### src/rtl/mem_stage.sv
// Memory-access pipeline stage: waits for the data response, extracts the load value,
// forwards results to write-back and drops responses of flushed requests.
module mem_stage #(
    parameter logic [31:0] PC_RESET = 32'h1bfffffc,
    parameter int unsigned EXC_W    = 8
) (
    input  logic             clk,
    input  logic             resetn,
    input  logic             ex_to_mem_valid,
    output logic             mem_allowin,
    input  logic [31:0]      alu_result_i,
    input  logic             res_from_mem_i,
    input  logic             st_req_i,
    input  logic [2:0]       ld_type_i,
    input  logic             gr_we_i,
    input  logic [4:0]       dest_i,
    input  logic [31:0]      pc_i,
    input  logic [EXC_W-1:0] exc_i,
    input  logic             ertn_i,
    input  logic             ex_req_fire,
    input  logic             data_data_ok,
    input  logic [31:0]      data_rdata,
    input  logic             flush,
    input  logic             wb_allowin,
    output logic             mem_to_wb_valid,
    output logic [31:0]      final_result,
    output logic             gr_we_o,
    output logic [4:0]       dest_o,
    output logic [31:0]      pc_o,
    output logic [EXC_W-1:0] exc_o,
    output logic             ertn_o,
    output logic             mem_exc,
    output logic             mem_valid,
    output logic [4:0]       mem_fwd_dest,
    output logic             mem_ld_wait
);

    logic [31:0]      alu_result;
    logic             res_from_mem;
    logic             st_req;
    logic [2:0]       ld_type;
    logic             gr_we;
    logic [4:0]       dest;
    logic [31:0]      pc;
    logic [EXC_W-1:0] exc;
    logic             ertn;

    logic             got_data;
    logic [31:0]      data_buf;
    logic [1:0]       discard_cnt;

    logic             need_resp;
    logic             resp_ok;
    logic             mem_readygo;
    logic             accept;
    logic             leave;
    logic             capture;
    logic             inc_cur;
    logic             inc_ex;
    logic             dec;
    logic [2:0]       cnt_sum;
    logic [1:0]       cnt_next;
    logic [31:0]      rdata;
    logic [7:0]       rbyte;
    logic [15:0]      rhalf;
    logic [31:0]      ld_value;

    assign need_resp       = mem_valid & (res_from_mem | st_req);
    // A response only belongs to this stage once all stale ones have been drained.
    assign resp_ok         = data_data_ok & (discard_cnt == 2'd0);
    assign mem_readygo     = !need_resp | got_data | resp_ok;
    assign mem_allowin     = !mem_valid | (mem_readygo & wb_allowin);
    assign mem_to_wb_valid = mem_valid & mem_readygo;
    assign accept          = ex_to_mem_valid & mem_allowin;
    assign leave           = mem_to_wb_valid & wb_allowin;
    assign capture         = resp_ok & need_resp & !got_data & !wb_allowin;

    assign inc_cur  = flush & need_resp & !got_data & !resp_ok;
    assign inc_ex   = flush & ex_req_fire;
    assign dec      = data_data_ok & (discard_cnt != 2'd0);
    assign cnt_sum  = {1'b0, discard_cnt} + {2'b00, inc_cur} + {2'b00, inc_ex} - {2'b00, dec};
    assign cnt_next = (cnt_sum > 3'd3) ? 2'd3 : cnt_sum[1:0];

    always_ff @(posedge clk) begin
        if (!resetn) begin
            mem_valid    <= 1'b0;
            got_data     <= 1'b0;
            data_buf     <= '0;
            discard_cnt  <= '0;
            alu_result   <= '0;
            res_from_mem <= 1'b0;
            st_req       <= 1'b0;
            ld_type      <= '0;
            gr_we        <= 1'b0;
            dest         <= '0;
            pc           <= PC_RESET;
            exc          <= '0;
            ertn         <= 1'b0;
        end else begin
            discard_cnt <= cnt_next;

            if (flush)
                mem_valid <= 1'b0;
            else if (mem_allowin)
                mem_valid <= ex_to_mem_valid;

            if (accept) begin
                alu_result   <= alu_result_i;
                res_from_mem <= res_from_mem_i;
                st_req       <= st_req_i;
                ld_type      <= ld_type_i;
                gr_we        <= gr_we_i;
                dest         <= dest_i;
                pc           <= pc_i;
                exc          <= exc_i;
                ertn         <= ertn_i;
            end

            if (flush || accept || leave)
                got_data <= 1'b0;
            else if (capture)
                got_data <= 1'b1;

            if (capture)
                data_buf <= data_rdata;
        end
    end

    always_comb begin
        rdata = got_data ? data_buf : data_rdata;
        case (alu_result[1:0])
            2'd0:    rbyte = rdata[7:0];
            2'd1:    rbyte = rdata[15:8];
            2'd2:    rbyte = rdata[23:16];
            default: rbyte = rdata[31:24];
        endcase
        rhalf = alu_result[1] ? rdata[31:16] : rdata[15:0];
        case (ld_type)
            3'd2:    ld_value = {{24{rbyte[7]}}, rbyte};
            3'd3:    ld_value = {{16{rhalf[15]}}, rhalf};
            3'd4:    ld_value = {24'd0, rbyte};
            3'd5:    ld_value = {16'd0, rhalf};
            default: ld_value = rdata;
        endcase
    end

    assign final_result = res_from_mem ? ld_value : alu_result;
    assign gr_we_o      = gr_we & ~(|exc);
    assign dest_o       = dest;
    assign pc_o         = pc;
    assign exc_o        = exc;
    assign ertn_o       = ertn;
    assign mem_exc      = mem_valid & ((|exc) | ertn);
    assign mem_fwd_dest = (mem_valid & gr_we_o) ? dest : 5'd0;
    assign mem_ld_wait  = mem_valid & res_from_mem & !mem_readygo;

endmodule
### config.mk
export PLATFORM = sky130hd
export DESIGN_NAME = mem_stage
export DESIGN_NICKNAME = d
export VERILOG_FILES = /design/src/rtl/mem_stage.sv
export SDC_FILE = /design/constraint.sdc
export NUM_CORES = 1
export LEC_CHECK = 0
export ABC_AREA = 1
export BUFFER_PORTS_ARGS = -buffer_cell sky130_fd_sc_hd__buf_4
export CAP_MARGIN = 25
export CORE_MARGIN = 4
export CORE_UTILIZATION = 51
export DETAILED_ROUTE_END_ITERATION = 12
export PLACE_DENSITY_LB_ADDON = 0.2
export SETUP_SLACK_MARGIN = 0.1
export SYNTH_ARGS = -nofsm -noshare
export SYNTH_HDL_FRONTEND = slang
export SYNTH_SLANG_ARGS = --single-unit
### constraint.sdc
create_clock -name clk -period 3.35 [get_ports clk]
set_input_delay 0.1675 -clock clk [delete_from_list [all_inputs] [get_ports clk]]
set_output_delay 0.1675 -clock clk [all_outputs]
set_load 0.03 [all_outputs]
==> run_results.csv <==
group,metric,value,unit
run_status,outcome,"finished, final reports clean",
synthesis,synth-warning-count,0,
placed_design,dp_cells,1355,
sta,holdWs,11.2,ps
detailed_routing,topRoutingLayerUsed,"met4",
hold_path,min_to,"data_buf[5]",
die,die_h,121,um
worst_setup_path,crit_top_cell,"buf_4",
sta,final_hold_viol_count,0,
cells_and_area,area_growth,37.4,%
clocking,cts_buffers,17,
placed_design,dpl-instance-area,8030,sq um
die,core_area,12200,sq um
sta,max_freq,336,MHz
power_and_ir_drop,leakage,4.63,nW
worst_setup_path,path_delay_family,"buffers and inverters",
detailed_routing,wirelength,20.2,mm
worst_setup_path,endpoint_kind,"output port",
worst_setup_path,r2r_cells,12,
detailed_routing,wl_met2,9.66,mm
worst_setup_path,crit_chain,"buf_4, clkinv_1, a31oi_1, nand3_1, nand2_1, inv_1, buf_4",
die,dieArea,14600,sq um
sta,finalCriticalPeriod,2980,ps
die,initial_core_util,53.0,%
worst_setup_path,worstReg2RegEnd,"discard_cnt[1]",
sta,timing.final.crit_share,88.9,%
cells_and_area,fin_cells,1414,
worst_setup_path,critPathBufInv,4,
clocking,cts_sinks,120,
placed_design,io_buffers,211,
sta,rsz0062_at_grt,"no",
worst_setup_path,worstPathMaxFanout,40,
hold_path,min_path_type,"input pin to register",
sta,setup_viol,0,
worst_setup_path,required,3180,ps
worst_setup_path,rrSetupSlack,760,ps
placed_design,hpwl,13.5,mm
detailed_routing,dr_wl_met3,1.96,mm
synthesis,synth_seq_cells,120,
job,drv_cap,0,
cells_and_area,fin_util,72.9,%
sta,finalWorstSetupSlack,371,ps
die,io_pins,212,
clocking,cts_tree,"yes",
placed_design,gp_congestion,0.959,
sta,worstMarginPinSlew,1050,ps
detailed_routing,wl_met1,8.16,mm
detailed_routing,detail_route.wl_per_cell,14.3,um
detailed_routing,num_vias,7342,
detailed_routing,ant_nets,0,
sta,slew_headroom,29.8,%
cells_and_area,layout-drive-gt1-share,23.2,%
detailed_routing,first_pass_iters,7,
clocking,root_buffer,"clkbuf_16",
cells_and_area,n_fill_cell,1066,
cells_and_area,n_antenna_cell,0,
hold_path,hp-start,"data_rdata[5]",
grt,antenna_found_initial,0,
synthesis,syn_inst,1038,
die,fp.dieW,121,um
cells_and_area,nets,1359,
grt,track_usage,27.5,%
clocking,post_cts_resized,0,
worst_setup_path,crit_cells,7,
sta,drv_slew,0,
sta,setup_tns,0,ps
worst_setup_path,cp-start-kind,"register",
detailed_routing,drc,0,
worst_setup_path,cp.arrival,2810,ps
grt,grt_pass1_wl,32.4,mm
synthesis,synth_nets,1164,
detailed_routing,vias_per_cell,5.19,
power_and_ir_drop,powerDensity,505,nW/um^2
die,rows,40,
hold_path,hold_path_depth,3,
worst_setup_path,timing.setup.critical_path_class,"register to output port",
detailed_routing,drtIter0Drc,859,
synthesis,syn_area_per_cell,6.24,sq um
worst_setup_path,crit_path_top_delay_cell,"clkinv_1",
clocking,htree_levels,4,
worst_setup_path,critical_path.max_stage_delay,720,ps
grt,grt_max_degree,105,
clocking,clkTransAtPathRegs,60,ps
grt,grt_pass1_vias,6683,
synthesis,mappedNetlistArea,6480,sq um
sta,finClkSkew,8.86,ps
cells_and_area,design_area,8900,sq um
power_and_ir_drop,max-vdd-ir-drop,0.368,mV
clocking,cts_buffer_depth,2,
synthesis,seq_area_frac_synth,37.1,%
synthesis,ys_types,29,
grt,grt-ovfl-total,0,
power_and_ir_drop,power.total,4.49,mW
worst_setup_path,r2r_start,"mem_valid",
clocking,clkLatencyLatePin,420,ps
placed_design,post-place-ws,745,ps
per-layer routing:
layer / track usage (%) / vias up
li1: - / 3686
met1: 34.9 / 3276
met2: 43.6 / 333
met3: 8.47 / 47
met4: 10.8 / 0
met5: 0 / -
cell type report:
type,instances,area [sq um],share of cell area (%)
well taps,168,210,2.36
clock inverters,13,154,1.73
repair buffers,252,1960,22.0
inverters,114,428,4.81
flip-flops and latches,120,2400,27.0
clock buffers,19,443,4.98
multi-input cells,728,3300,37.1
state kept, by name (all words and copies together), names as in the netlist:
register,cells
alu_result,32
data_buf,32
pc_o,32
exc_o,8
dest_o,5
ld_type,3
discard_cnt,2
ertn_o,1
got_data,1
gr_we,1
mem_valid,1
res_from_mem,1
st_req,1
worst reg2reg max path: cells and delay by family, from the launching register on:
| family | cells | cell delay (ps) |
|---|---|---|
| fa+ha+maj | 3 | 1080 |
| compound gates | 1 | 140 |
| xor+xnor | 1 | 150 |
| simple gates | 3 | 370 |
| buf+inv | 4 | 320 |
| flops | 1 | 430 |
cells in the final DEF (no fill, tap or decap), types with 2 or more instances in the layout:
cell type	instances
buf_4	226
nand2_1	216
nand3_1	173
nor2_1	150
dfxtp_1	120
inv_1	111
a21oi_1	86
o21ai_0	51
or2_2	28
dlygate4sd3_1	26
clkbuf_16	17
and2_1	5
clkinv_2	5
clkinvlp_4	4
clkinv_1	3
a31oi_1	3
bufinv_16	3
nor4_1	2
nand4_1	2
fa_1	2
logic make-up (layout without fill, tap and decap cells):
kind of cell | after synthesis | count (layout) | synth area share (%)
xor gates and xnor gates | 1 | 1 | 0.135
muxes | 1 | 1 | 0.155
and+or+nand+nor | 582 | 582 | 38.8
adders and majority gates | 3 | 3 | 0.811
buffers and inverters | 190 | 398 | 12.0
AOI/OAI and AO/OA | 141 | 141 | 11.0
DFF | 120 | 120 | 37.1
power breakdown:
| group | internal (mW) | switching (mW) | leakage, nW |
|---|---|---|---|
| Sequential | 1.52 | 0.0633 | 0.990 |
| Combinational | 0.438 | 0.625 | 3.36 |
| Clock | 1.18 | 0.663 | 0.285 |
| Total | 3.14 | 1.35 | 4.63 |
how the worst max path moves through the flow:
stage,slack (ps),to,from
after CTS,280,final_result[31],got_data
final,370,final_result[23],res_from_mem
after floorplan,770,discard_cnt[0],mem_valid
after global routing,160,final_result[31],got_data
after detailed placement,750,final_result[31],got_data
after global placement,760,final_result[31],got_data
timing repair:
| action | CTS | global route |
|---|---|---|
| setup buffers | 0 | 1 |
| endpoints found under the setup margin | 0 | 16 |
| hold endpoints to repair | 26 | 0 |
| hold buffers | 26 | 0 |
Yosys cell counts, drive strengths merged:
library cell / instances / area (sq um)
or2: 28 / 175
o21ai: 51 / 255
nor3: 2 / 15.0
nor2: 150 / 563
o21a: 1 / 7.51
clkinv: 3 / 11.3
nand4: 2 / 12.5
ha: 1 / 12.5
dfxtp: 120 / 2400
clkbuf: 45 / 170
and3: 1 / 6.26
fa: 2 / 40.0
a31oi: 3 / 18.8
and2: 5 / 31.3
nand3: 174 / 876
buf: 31 / 179
a21oi: 86 / 430
nor4: 2 / 12.5
nand2: 218 / 823
xnor2: 1 / 8.76
mux2i: 1 / 10.0
inv: 111 / 417
Power figures use the tool's default switching activity.
